$ cat src/rtl/req_enc_pkg.sv
// ----------------------------------------------------------------------------
// req_enc_pkg
//  Shared definitions for the request priority encoder slice.
//  Contents:
//   N_DEF    default number of request lines
//   W_DEF    default encoded index width (clog2 of N_DEF)
//   state_t  output-stage state encoding (ST_EMPTY / ST_FULL)
// ----------------------------------------------------------------------------
package req_enc_pkg;

   localparam int N_DEF = 8;
   localparam int W_DEF = 3;

   typedef enum logic {
      ST_EMPTY = 1'b0,
      ST_FULL  = 1'b1
   } state_t;

endpackage

$ cat src/rtl/req_priority_encoder_prio_find.sv
// ----------------------------------------------------------------------------
// prio_find
//  Combinational search for the first set bit of a vector, starting at a
//  given position and wrapping from N-1 back to 0.
//  Ports:
//   vec    in   N  candidate vector
//   start  in   W  position with highest priority
//   found  out  1  at least one bit of vec is set
//   idx    out  W  index of the winning bit (0 when nothing found)
//   mask   out  N  one-hot of the winning bit (0 when nothing found)
// ----------------------------------------------------------------------------
module prio_find
   import req_enc_pkg::*;
#(
   parameter int N = N_DEF,
   parameter int W = $clog2(N)
) (
   input  logic [N-1:0] vec,
   input  logic [W-1:0] start,
   output logic         found,
   output logic [W-1:0] idx,
   output logic [N-1:0] mask
);

   logic [W-1:0] pos;

   // Walk offsets from farthest to nearest so the bit closest to start
   // is the last to overwrite idx. N is a power of two, so the W-bit add
   // wraps modulo N on its own.
   always_comb begin
      found = 1'b0;
      idx   = '0;
      pos   = '0;
      for (int i = N - 1; i >= 0; i--) begin
         pos = start + W'(i);
         if (vec[pos]) begin
            found = 1'b1;
            idx   = pos;
         end
      end
   end

   always_comb begin
      mask      = '0;
      mask[idx] = found;
   end

endmodule

$ cat src/rtl/req_priority_encoder.sv
// ----------------------------------------------------------------------------
// req_priority_encoder
//  Collects request lines into a sticky pending register and emits one
//  binary index per grant over a valid/ready handshake.
//  Build option: define ROUND_ROBIN_EN for rotating priority (search starts
//  at rr_ptr); otherwise fixed priority with index 0 highest.
//  Ports:
//   clk        in   1  clock
//   clear      in   1  synchronous active-high reset
//   enable     in   1  1: sample req into pending; 0: ignore req, keep draining
//   req        in   N  request lines
//   out_ready  in   1  consumer takes code when valid && out_ready
//   code       out  W  granted index, stable while valid && !out_ready
//   valid      out  1  code holds a granted request
//   pending    out  N  pending register
//   overflow   out  1  sticky: a request hit a bit already pending
//
//  state    | meaning
//  ---------+---------------------------------------------------------
//  ST_EMPTY | no grant held; arbitrate pending every cycle
//  ST_FULL  | code holds a grant; re-arbitrate only when out_ready=1
// ----------------------------------------------------------------------------
module req_priority_encoder
   import req_enc_pkg::*;
#(
   parameter int N = N_DEF,
   parameter int W = $clog2(N)
) (
   input  logic         clk,
   input  logic         clear,
   input  logic         enable,
   input  logic [N-1:0] req,
   input  logic         out_ready,
   output logic [W-1:0] code,
   output logic         valid,
   output logic [N-1:0] pending,
   output logic         overflow
);

   state_t       state_q, state_d;
   logic [W-1:0] code_q, code_d;
   logic [N-1:0] pend_q, pend_d;
   logic         ovf_q, ovf_d;

   logic         load;
   logic [N-1:0] req_en;
   logic [N-1:0] gmask;

   logic         g_found;
   logic [W-1:0] g_idx;
   logic [N-1:0] g_mask;
   logic [W-1:0] start;

`ifdef ROUND_ROBIN_EN
   logic [W-1:0] rr_q, rr_d;

   assign start = rr_q;

   always_comb begin
      rr_d = rr_q;
      if (load && g_found) begin
         rr_d = g_idx + W'(1);
      end
   end

   always_ff @(posedge clk) begin
      if (clear) begin
         rr_q <= '0;
      end else begin
         rr_q <= rr_d;
      end
   end
`else
   assign start = '0;
`endif

   prio_find #(
      .N (N),
      .W (W)
   ) u_find (
      .vec   (pend_q),
      .start (start),
      .found (g_found),
      .idx   (g_idx),
      .mask  (g_mask)
   );

   assign req_en = req & {N{enable}};

   // A fresh arbitration happens whenever the output slot is free or is
   // being emptied this cycle, which keeps one grant per cycle flowing.
   always_comb begin
      state_d = state_q;
      code_d  = code_q;
      gmask   = '0;
      load    = (state_q == ST_EMPTY) || out_ready;
      if (load) begin
         if (g_found) begin
            state_d = ST_FULL;
            code_d  = g_idx;
            gmask   = g_mask;
         end else begin
            state_d = ST_EMPTY;
         end
      end
   end

   // The granted bit leaves pending at load time; a same-cycle re-request
   // of that bit is ORed back in and is not counted as an overflow.
   always_comb begin
      pend_d = (pend_q & ~gmask) | req_en;
      ovf_d  = ovf_q | (|(req_en & pend_q & ~gmask));
   end

   always_ff @(posedge clk) begin
      if (clear) begin
         state_q <= ST_EMPTY;
         code_q  <= '0;
         pend_q  <= '0;
         ovf_q   <= 1'b0;
      end else begin
         state_q <= state_d;
         code_q  <= code_d;
         pend_q  <= pend_d;
         ovf_q   <= ovf_d;
      end
   end

   assign code     = code_q;
   assign valid    = (state_q == ST_FULL);
   assign pending  = pend_q;
   assign overflow = ovf_q;

endmodule

$ cat config.mk
export PLATFORM = sky130hd
export DESIGN_NAME = req_priority_encoder
export DESIGN_NICKNAME = d
export VERILOG_FILES = /design/src/rtl/req_enc_pkg.sv /design/src/rtl/req_priority_encoder_prio_find.sv /design/src/rtl/req_priority_encoder.sv
export SDC_FILE = /design/constraint.sdc
export NUM_CORES = 1
export LEC_CHECK = 0
export BUFFER_PORTS_ARGS = -buffer_cell sky130_fd_sc_hd__buf_2
export CORE_MARGIN = 1
export CORE_UTILIZATION = 46
export DETAILED_ROUTE_END_ITERATION = 12
export GPL_TIMING_DRIVEN = 0
export PLACE_DENSITY = 0.85
export SYNTH_ARGS = -nofsm -noshare
export SYNTH_HDL_FRONTEND = slang
export SYNTH_SLANG_ARGS = --single-unit
$ cat constraint.sdc
create_clock -name clk -period 2.3 [get_ports clk]
set_clock_uncertainty 0.15 [all_clocks]
set_input_delay 0.115 -clock clk [delete_from_list [all_inputs] [get_ports clk]]
set_output_delay 0.115 -clock clk [all_outputs]
set_load 0.02 [all_outputs]
==> metrics.md, run 1 <==
| Metric | Value |
|---|---|
| PwrDens | `638 mW/mm^2` |
| First DRT Iteration DRCs | `27` |
| Core area | `0.00132 sq mm` |
| Crit path max-delay cell type | `dfxtp_1` |
| GRT overflow | `0` |
| Cell repeated most along the worst path | `a311oi_1` |
| Number of cells on the critical path | `5` |
| Chip width | `39.6 um` |
| Worst setup margin | `0.414 ns` |
| Global-route wire length before repair | `2630 um` |
| CTS Root Cell | `clkbuf_4` |
| Final Hold Vio Count | `0` |
| Clock network power share | `24.9%` |
| Worst hold path depth | `4` |
| Sequential group share of total power | `46.0%` |
| Yosys warns | `0` |
| Commonest non-fill, non-tap cell in the layout | `buf_2` |
| Largest net degree at the start of global routing | `11` |
| Mapped Nets | `92` |
| Fin crit share | `82.0%` |
| Most frequent cells in the layout | `buf_2 (24), dfxtp_1 (13), nor2_1 (12), dlygate4sd3_1 (9), a21oi_1 (8)` |
| Synthesized flop and latch total | `13` |
| Antenna violations before repair | `0` |
| Setup_tns | `0 ns` |
| Routed Antenna Nets | `0` |
| H-tree depth reported by CTS | `1` |
| Reg-to-Reg Start | `pending[2]` |
| Required time worst endpoint | `2.31 ns` |
| Via count | `743` |
| IO Pins | `25` |
| CP Max Fanout | `7` |
| DR DRC count | `0` |
| WL met1 | `759 um` |
| Clock buffer depth | `2` |
| Row Count | `13` |
| Max VDD drop | `0.318 mV` |
| Met2 wire length | `754 um` |
| Startpoint types | `flip-flop` |
| Buf/Inv on CP | `0` |
| Synth-to-Final Area Change | `38.4%` |
| Worst-margin pin slew | `0.454 ns` |
| Max Fclk | `530 MHz` |
| Max cap viols | `0` |
| Final wirelength | `1670 um` |
| Number of global-route vias before repair | `612` |
| Total die area | `0.00157 sq mm` |
| Ys async rst share | `0%` |
| Layout cells sized above 1 | `25.9%` |
| Yosys top cell area share | `39.9%` |
| Worst skew pair latency | `0.28 ns` |
| CP delay by family, top | `compound AO/OA/AOI/OAI gates` |
| Fill count | `105` |
| Most used DFF post-synth | `dfxtp_1` |
| Sequential-to-total area share from yosys stat | `39.9%` |
| Synth top area cells | `dfxtp_1 (40%), nor2_1 (6.9%), a21oi_1 (6.1%)` |
| Status | `complete, no violations` |
| Crit Path Class | `reg2reg` |
| Clock Sinks | `13` |
| Leak | `0.400 nW` |
| GP Congestion | `0.842` |
| CP cell instances | `nor4_4, nand2_2, a311o_1, a311oi_1, a311oi_1` |
| Pre-antenna DRT Iters | `4` |
| Routed len/inst | `12.7 um` |
| Highest Signal Layer | `met4` |
| Cell taking the most area after synthesis | `dfxtp_1` |
| Post-Syn Instances | `80` |
| Tmin final | `1.89 ns` |
| Die height | `39.6 um` |
| Number of flops mapped to enable cells by yosys | `0` |
| Switching Share | `33.3%` |
| Combinational power share | `29.1%` |
| Slew Limit Fails | `0` |
| Yosys cell types | `28` |
| Slew HR | `69.7%` |
| Mapped Avg Cell Area | `8.15 sq um` |
| Via density | `5.67` |
| Crit. End Element | `flip-flop` |
| CTS buffer count | `3` |
| CTS tree | `done` |
| Initial core utilization | `49.5%` |
| Final setup viols | `0` |
| Post-Syn Area | `652 sq um` |
| Worst-path clk slew | `0.08 ns` |
| RSZ-0062 raised after global routing | `no` |
| Power Internal | `0.000383 W` |
| Hold Crit Start | `out_ready` |
| Layout Nets | `129` |
| Class of the worst hold path | `in2reg` |
| P_sw | `0.000192 W` |
| Pre-CTS setup slack | `0.437 ns` |
| GRT Resource Usage Total | `25.6%` |
| # diodes | `0` |
| Worst reg-to-reg path cell count | `5` |
| Wire length on met3 | `121 um` |
| CP arrival | `1.89 ns` |
| CP peak stage delay | `0.39 ns` |
| Port bufs | `23` |
| Worst setup startpoint | `pending[2]` |
| Hpwl dp | `1150 um` |
[layer usage]
layer  up-vias  global-route usage [%]
li1        369                       -
met5         -                       0
met2        38                    40.6
met4         0                    7.76
met1       330                    32.2
met3         6                    8.52
[power by group through the flow]
stage / Sequential (W) / Combinational, W / Clock (W)
final: 0.000265 / 0.000167 / 0.000143
after global routing: 0.000268 / 0.000187 / 0.000153
after CTS: 0.000264 / 0.000167 / 0.000142
after detailed placement: 0.000269 / 0.000154 / 0
after global placement: 0.000268 / 0.000151 / 0
after floorplan: 0.000292 / 0.0000823 / 0
[repair_timing]
action | in CTS | in global routing
endpoints found under the hold margin | 11 | 0
hold buffers | 9 | 0
buffers inserted | 0 | 0
gates resized for setup | 0 | 0
[cell type report]
type | instances | area [sq um] | share of cell area [%]
clock buffers | 4 | 26.3 | 2.91
repair buffers | 32 | 205 | 22.7
well taps | 15 | 18.8 | 2.08
multi-input cells | 63 | 375 | 41.6
inverters | 1 | 3.75 | 0.416
plain buffers | 3 | 12.5 | 1.39
flip-flops and latches | 13 | 260 | 28.8
[worst paths after layout]
check                           endpoint  slack, ns
worst min register to register   code[2]       0.35
worst max register to register  overflow       0.41
worst max-delay path            overflow       0.41
worst min-delay path             code[2]       0.08
[flip-flops by register name, indices dropped and copies added (netlist names)]
signal / flops
overflow: 1
code: 3
pending: 8
valid: 1
[worst reg2reg max path, stage by stage (launching register included)]
cell	delay (ns)
dfxtp_1	0.39
nor4_4	0.37
nand2_2	0.13
a311o_1	0.36
a311oi_1	0.24
a311oi_1	0.13
[cell usage after synthesis, drive strengths merged, types with 2 or more instances]
library cell  number
clkbuf             2
a211oi             2
a22oi              4
o21ai              6
and2               2
a21oi              8
a311oi             2
nor2              12
dfxtp             13
nor3               3
nand2b             2
nand2              8
nor2b              2
o211ai             2
[cells by family (layout without fill, tap and decap cells)]
kind of cell,after synthesis,in the layout,share of synthesized area (%)
AND/OR/NAND/NOR,32,32,25.3
AO/OA/AOI/OAI,30,30,30.7
flip-flops,13,13,39.9
buffers and inverters,4,40,2.49
multiplexers,1,1,1.54
[through the flow]
step	cell area, sq um	hold slack, ns	total power [W]	instances	util (%)
floorplan	652	0.0371	0.000374	80	-
global placement	786	0.177	0.000419	118	59.6
detailed placement	786	0.182	0.000423	118	59.6
CTS	902	0.0902	0.000573	131	68.5
global route	902	0.122	0.000608	131	68.5
finish	902	0.0812	0.000575	131	68.5
Power figures use the tool's default switching activity.
==> run 2, diff against run 1 <==
CORE_UTILIZATION = 41   (was 46)
PLACE_DENSITY = 0.81   (was 0.85)
clock period = 1.6 ns   (was 2.3 ns; I/O delays follow)
==> run 2 against run 1 <==
Against the previous run:
- the flow now finishes with violations (setup timing)
- count of clock-buffer cells in the layout did not move
- critical path depth did not move
- non-clock buffer count rose by 5
- register-to-register slack got worse by 0.61 ns
- first-iteration DRC count rose by 33%
- clock power rose by 49%
- critical endpoint unchanged
- maximum frequency rose by 5.2%
- critical path type unchanged
==> metrics.md, run 2 (synthesized netlist as in run 1, its figures left out) <==
| Metric | Value |
|---|---|
| Worst-path clk slew | `0.08 ns (about the same)` |
| Class of the worst hold path | `in2reg (unchanged)` |
| Placed inst area | `791 sq um (was 786 sq um)` |
| GRT Resource Usage Total | `21.3% (was 25.6%)` |
| Most frequent cells in the layout | `buf_2 (23), nor2_1 (12), dfxtp_1 (9), dlygate4sd3_1 (9), a21oi_1 (8) (was buf_2 (24), dfxtp_1 (13), nor2_1 (12), dlygate4sd3_1 (9), a21oi_1 (8))` |
| Slew HR | `69.1% (was 69.7%)` |
| Port bufs | `23 (unchanged)` |
| RSZ-0062 raised after global routing | `yes (was no)` |
| Row Count | `14 (was 13)` |
| Tmin final | `1.79 ns (was 1.89 ns)` |
| Final wirelength | `1790 um (was 1670 um)` |
| Max reg flops | `8 (unchanged)` |
| PwrDens | `892 mW/mm^2 (was 638 mW/mm^2)` |
| Total die area | `0.00175 sq mm (was 0.00157 sq mm)` |
| CTS Root Cell | `clkbuf_4 (unchanged)` |
| Worst skew pair latency | `0.28 ns (about the same)` |
| Placed cells | `119 (was 118)` |
| Max cap viols | `0 (unchanged)` |
| Routed Antenna Nets | `0 (unchanged)` |
| Startpoint types | `flip-flop (unchanged)` |
| Layout cells sized above 1 | `33.1% (was 25.9%)` |
| Clock Sinks | `13 (unchanged)` |
| Setup_tns | `-0.192 ns (was 0 ns)` |
| Largest net degree at the start of global routing | `11 (unchanged)` |
| Final instance area | `960 sq um (was 902 sq um)` |
| Status | `complete, but fails checks (was complete, no violations)` |
| First DRT Iteration DRCs | `36 (was 27)` |
| Worst setup margin | `-0.192 ns (was 0.414 ns)` |
| Slew Limit Fails | `0 (unchanged)` |
| CTS tree | `done (unchanged)` |
| DR DRC count | `0 (unchanged)` |
| Max Fclk | `558 MHz (was 530 MHz)` |
| Max VDD drop | `0.443 mV (was 0.318 mV)` |
| Required time worst endpoint | `1.62 ns (was 2.31 ns)` |
| Global-route wire length before repair | `2880 um (was 2630 um)` |
| Failing checks | `setup timing` |
| Area of the multi-input gates | `382 sq um (was 375 sq um)` |
| Synth-to-Final Area Change | `47.2% (was 38.4%)` |
| Antenna violations before repair | `0 (unchanged)` |
| Worst-margin pin slew | `0.464 ns (was 0.454 ns)` |
| H-tree depth reported by CTS | `1 (unchanged)` |
| Pre-antenna DRT Iters | `4 (unchanged)` |
| Core area | `0.00149 sq mm (was 0.00132 sq mm)` |
| Storage cell area | `270 sq um (was 260 sq um)` |
| Via density | `5.59 (was 5.67)` |
| Hpwl dp | `1160 um (was 1150 um)` |
| IO Pins | `25 (unchanged)` |
| Die height | `41.9 um (was 39.6 um)` |
| Via count | `766 (was 743)` |
| # diodes | `0 (unchanged)` |
| Crit. End Element | `flip-flop (unchanged)` |
| GP Congestion | `0.856 (was 0.842)` |
| Routed len/inst | `13.1 um (was 12.7 um)` |
| Final Hold Vio Count | `0 (unchanged)` |
| CP Max Fanout | `6 (was 7)` |
| Fin crit share | `112% (was 82.0%)` |
| Leak | `0.428 nW (was 0.400 nW)` |
| Final setup viols | `1 (was 0)` |
| GRT overflow | `0 (unchanged)` |
| Commonest non-fill, non-tap cell in the layout | `buf_2 (unchanged)` |
| Fill count | `128 (was 105)` |
| Layout Nets | `134 (was 129)` |
| Pre-CTS setup slack | `-0.265 ns (was 0.437 ns)` |
| Final Non-Filler Cells | `137 (was 131)` |
| Hold Slack | `0.0428 ns (was 0.0812 ns)` |
| Clock buffer depth | `2 (unchanged)` |
| CTS buffer count | `3 (unchanged)` |
| Number of global-route vias before repair | `678 (was 612)` |
| Chip width | `41.9 um (was 39.6 um)` |
| Crit Path Class | `reg2reg (unchanged)` |
| CP arrival | `1.81 ns (was 1.89 ns)` |
| Initial core utilization | `43.8% (was 49.5%)` |
==> run 2: cell types whose count changed in the layout (fill, tap and decap cells not counted), sizes merged <==
cell  change
buf       +5
==> run 2: routing by layer <==
metal  wire length [um]  global-route usage [%]
met5                  0                       0
met4                 27                    10.3
met3                106                    3.04
met2                852                    33.1
met1                806                    28.7
==> run 2: area by class of cell <==
| type | count | area share (%) |
|---|---|---|
| multi-input combinational | 63 | 39.8 |
| sequential | 13 | 28.2 |
| timing repair buffer | 38 | 26.1 |
| clock buffer | 4 | 2.74 |
| tap | 16 | 2.09 |
| buffer | 2 | 0.782 |
| inverter | 1 | 0.391 |
==> run 2: report_power, final <==
| group | leakage, nW | internal (W) | total, W | switching, W |
|---|---|---|---|---|
| Clock | 0.0150 | 0.0000969 | 0.000213 | 0.000117 |
| Sequential | 0.110 | 0.000352 | 0.000382 | 0.0000304 |
| Combinational | 0.304 | 0.000118 | 0.000261 | 0.000143 |
==> run 2: stage by stage <==
step / total power [W] / utilization, %
global route: 0.000903 / 64.5
global placement: 0.000604 / 53.1
detailed placement: 0.000609 / 53.1
finish: 0.000856 / 64.5
floorplan: 0.000539 / -
CTS: 0.000844 / 64.2
==> run 2: final timing paths <==
kind	start	to	slack, ns	depth (start not counted)
max reg2reg	pending[3]	overflow	-0.19	5
max	pending[3]	overflow	-0.19	5
min reg2reg	code[2]	code[2]	0.35	2
min	out_ready	code[2]	0.04	4
==> run 2: worst max-delay path, cell delays in order, from the launching register on <==
cell	delay, ns
dfxtp_4	0.37
nor4_4	0.32
nand2_2	0.12
o41a_1	0.33
a311oi_2	0.26
a311oi_1	0.12
==> run 2: what timing repair did <==
item / 4_1_cts / 5_1_grt
hold buffers: 9 / 0
cloned: 0 / 0
hold endpoints to repair: 11 / 0
gates resized for setup: 4 / 2
setup buffers: 6 / 0
setup endpoints to repair: 2 / 7
pin swaps: 5 / 4
==> run 3, diff against run 2 <==
RECOVER_POWER = 25   (was default)
==> run 3 against run 2 <==
Against the previous run:
- the run still ends with setup timing left
- clock power about the same
- core utilization decreased by 0.34 points
- combinational power about the same
- critical path depth unchanged
- final cell count unchanged
- register-to-register slack about the same
- non-clock buffer count unchanged
- sequential share of layout area increased by 0.15 points
- sequential power about the same
- via count increased by 1.7%
- die area unchanged
- flip-flop and latch count unchanged
- largest cell class unchanged
- largest power group unchanged
==> metrics.md, run 3 (synthesized netlist as in run 1, its figures left out) <==
| Metric | Value |
|---|---|
| Chip width | `41.9 um (unchanged)` |
| Port bufs | `23 (unchanged)` |
| Initial core utilization | `43.8% (unchanged)` |
| Worst setup margin | `-0.184 ns (was -0.192 ns)` |
| Class of the worst hold path | `in2reg (unchanged)` |
| Routed len/inst | `13.1 um (about the same)` |
| Via count | `779 (was 766)` |
| Hold Slack | `0.0359 ns (was 0.0428 ns)` |
| Worst reg-to-reg path cell count | `5 (unchanged)` |
| Pre-antenna DRT Iters | `4 (unchanged)` |
| Row Count | `14 (unchanged)` |
| Fin crit share | `112% (about the same)` |
| Final instance area | `955 sq um (was 960 sq um)` |
| Required time worst endpoint | `1.62 ns (about the same)` |
| Layout cells sized above 1 | `29.8% (was 33.1%)` |
| Max reg flops | `8 (unchanged)` |
| Core area | `0.00149 sq mm (unchanged)` |
| CP Max Fanout | `6 (unchanged)` |
| Final wirelength | `1800 um (was 1790 um)` |
| Max Fclk | `560 MHz (was 558 MHz)` |
| Storage cell area | `270 sq um (unchanged)` |
| Slew HR | `67.9% (was 69.1%)` |
| Fill count | `131 (was 128)` |
| Clock buffer depth | `2 (unchanged)` |
| Status | `complete, but fails checks (unchanged)` |
| Hpwl dp | `1160 um (unchanged)` |
| Failing checks | `setup timing (unchanged)` |
| PwrDens | `892 mW/mm^2 (about the same)` |
| Placed inst area | `791 sq um (unchanged)` |
| Number of global-route vias before repair | `678 (unchanged)` |
| Max cap viols | `0 (unchanged)` |
| Die height | `41.9 um (unchanged)` |
| Final setup viols | `1 (unchanged)` |
| First DRT Iteration DRCs | `36 (unchanged)` |
| Overall Power | `0.000852 W (was 0.000856 W)` |
| # diodes | `0 (unchanged)` |
| CTS buffer count | `3 (unchanged)` |
| Global-route wire length before repair | `2880 um (unchanged)` |
| RSZ-0062 raised after global routing | `yes (unchanged)` |
| Final Util | `64.1% (was 64.5%)` |
| Total die area | `0.00175 sq mm (unchanged)` |
| Area of the multi-input gates | `382 sq um (unchanged)` |
| Leak | `0.414 nW (was 0.428 nW)` |
| GRT overflow | `0 (unchanged)` |
| CTS Root Cell | `clkbuf_4 (unchanged)` |
| Max VDD drop | `0.439 mV (was 0.443 mV)` |
| CP arrival | `1.80 ns (was 1.81 ns)` |
| Worst skew pair latency | `0.28 ns (about the same)` |
| Antenna violations before repair | `0 (unchanged)` |
| Final Hold Vio Count | `0 (unchanged)` |
| Most frequent cells in the layout | `buf_2 (19), nor2_1 (12), dfxtp_1 (9), dlygate4sd3_1 (9), a21oi_1 (8) (was buf_2 (23), nor2_1 (12), dfxtp_1 (9), dlygate4sd3_1 (9), a21oi_1 (8))` |
| Slew Limit Fails | `0 (unchanged)` |
| H-tree depth reported by CTS | `1 (unchanged)` |
| Worst-margin pin slew | `0.480 ns (was 0.464 ns)` |
| GP Congestion | `0.856 (unchanged)` |
| Largest net degree at the start of global routing | `11 (unchanged)` |
| Routed Antenna Nets | `0 (unchanged)` |
| Commonest non-fill, non-tap cell in the layout | `buf_2 (unchanged)` |
| IO Pins | `25 (unchanged)` |
| Crit Path Class | `reg2reg (unchanged)` |
| Worst hold path depth | `3 (was 4)` |
| Startpoint types | `flip-flop (unchanged)` |
| GRT Resource Usage Total | `21.3% (unchanged)` |
| Via density | `5.69 (was 5.59)` |
| Final Non-Filler Cells | `137 (unchanged)` |
| CTS tree | `done (unchanged)` |
| Clock Sinks | `13 (unchanged)` |
| DR DRC count | `0 (unchanged)` |
| Crit. End Element | `flip-flop (unchanged)` |
| Worst-path clk slew | `0.09 ns (was 0.08 ns)` |
| Synth-to-Final Area Change | `46.4% (was 47.2%)` |
| Placed cells | `119 (unchanged)` |
| Layout Nets | `134 (unchanged)` |
| Tmin final | `1.78 ns (was 1.79 ns)` |
## run 3: critical path, stage by stage (launching register included)
cell and delay [ns]:
dfxtp_4 0.38, nor4_4 0.33, nand2_2 0.12, o41a_1 0.33
a311oi_2 0.26, a311oi_1 0.11
## run 3: final timing paths
check / end / slack (ns) / start
worst min register to register: code[2] / 0.35 / code[2]
worst max register to register: overflow / -0.18 / pending[3]
worst max-delay path: overflow / -0.18 / pending[3]
worst min-delay path: pending[1] / 0.04 / enable
## run 3: layout make-up
type | instances | area share [%]
multi-input combinational | 63 | 40.0
sequential | 13 | 28.3
timing repair buffer | 38 | 25.7
clock buffer | 4 | 2.75
tap | 16 | 2.10
buffer | 2 | 0.786
inverter | 1 | 0.393
## run 3: power by group
part | switching (W) | internal [W] | total, W
clock network | 0.000114 | 0.0000968 | 0.000211
logic | 0.000144 | 0.000114 | 0.000258
registers | 0.0000308 | 0.000352 | 0.000382
total | 0.000289 | 0.000562 | 0.000852
## run 3: repair_timing
| item | in CTS | in global routing |
|---|---|---|
| pin swaps | 5 | 4 |
| hold endpoints to repair | 11 | 0 |
| setup endpoints to repair | 2 | 7 |
| setup buffers | 6 | 0 |
| hold buffers | 9 | 0 |
| gates resized for setup | 4 | 2 |
## run 3: layer usage
layer | wire length (um) | track usage (%) | vias up
met4 | 47 | 10.3 | 0
met1 | 781 | 28.7 | 362
met3 | 125 | 3.04 | 8
met2 | 844 | 33.1 | 35
li1 | - | - | 374
met5 | 0 | 0 | -
## run 3: stage by stage
stage                     setup TNS [ns]  setup WS [ns]
final                             -0.184         -0.184
after global routing              -0.634         -0.243
after CTS                         -0.165         -0.165
after detailed placement          -0.282         -0.265
after global placement            -0.280         -0.251
after floorplan                   -0.181         -0.181
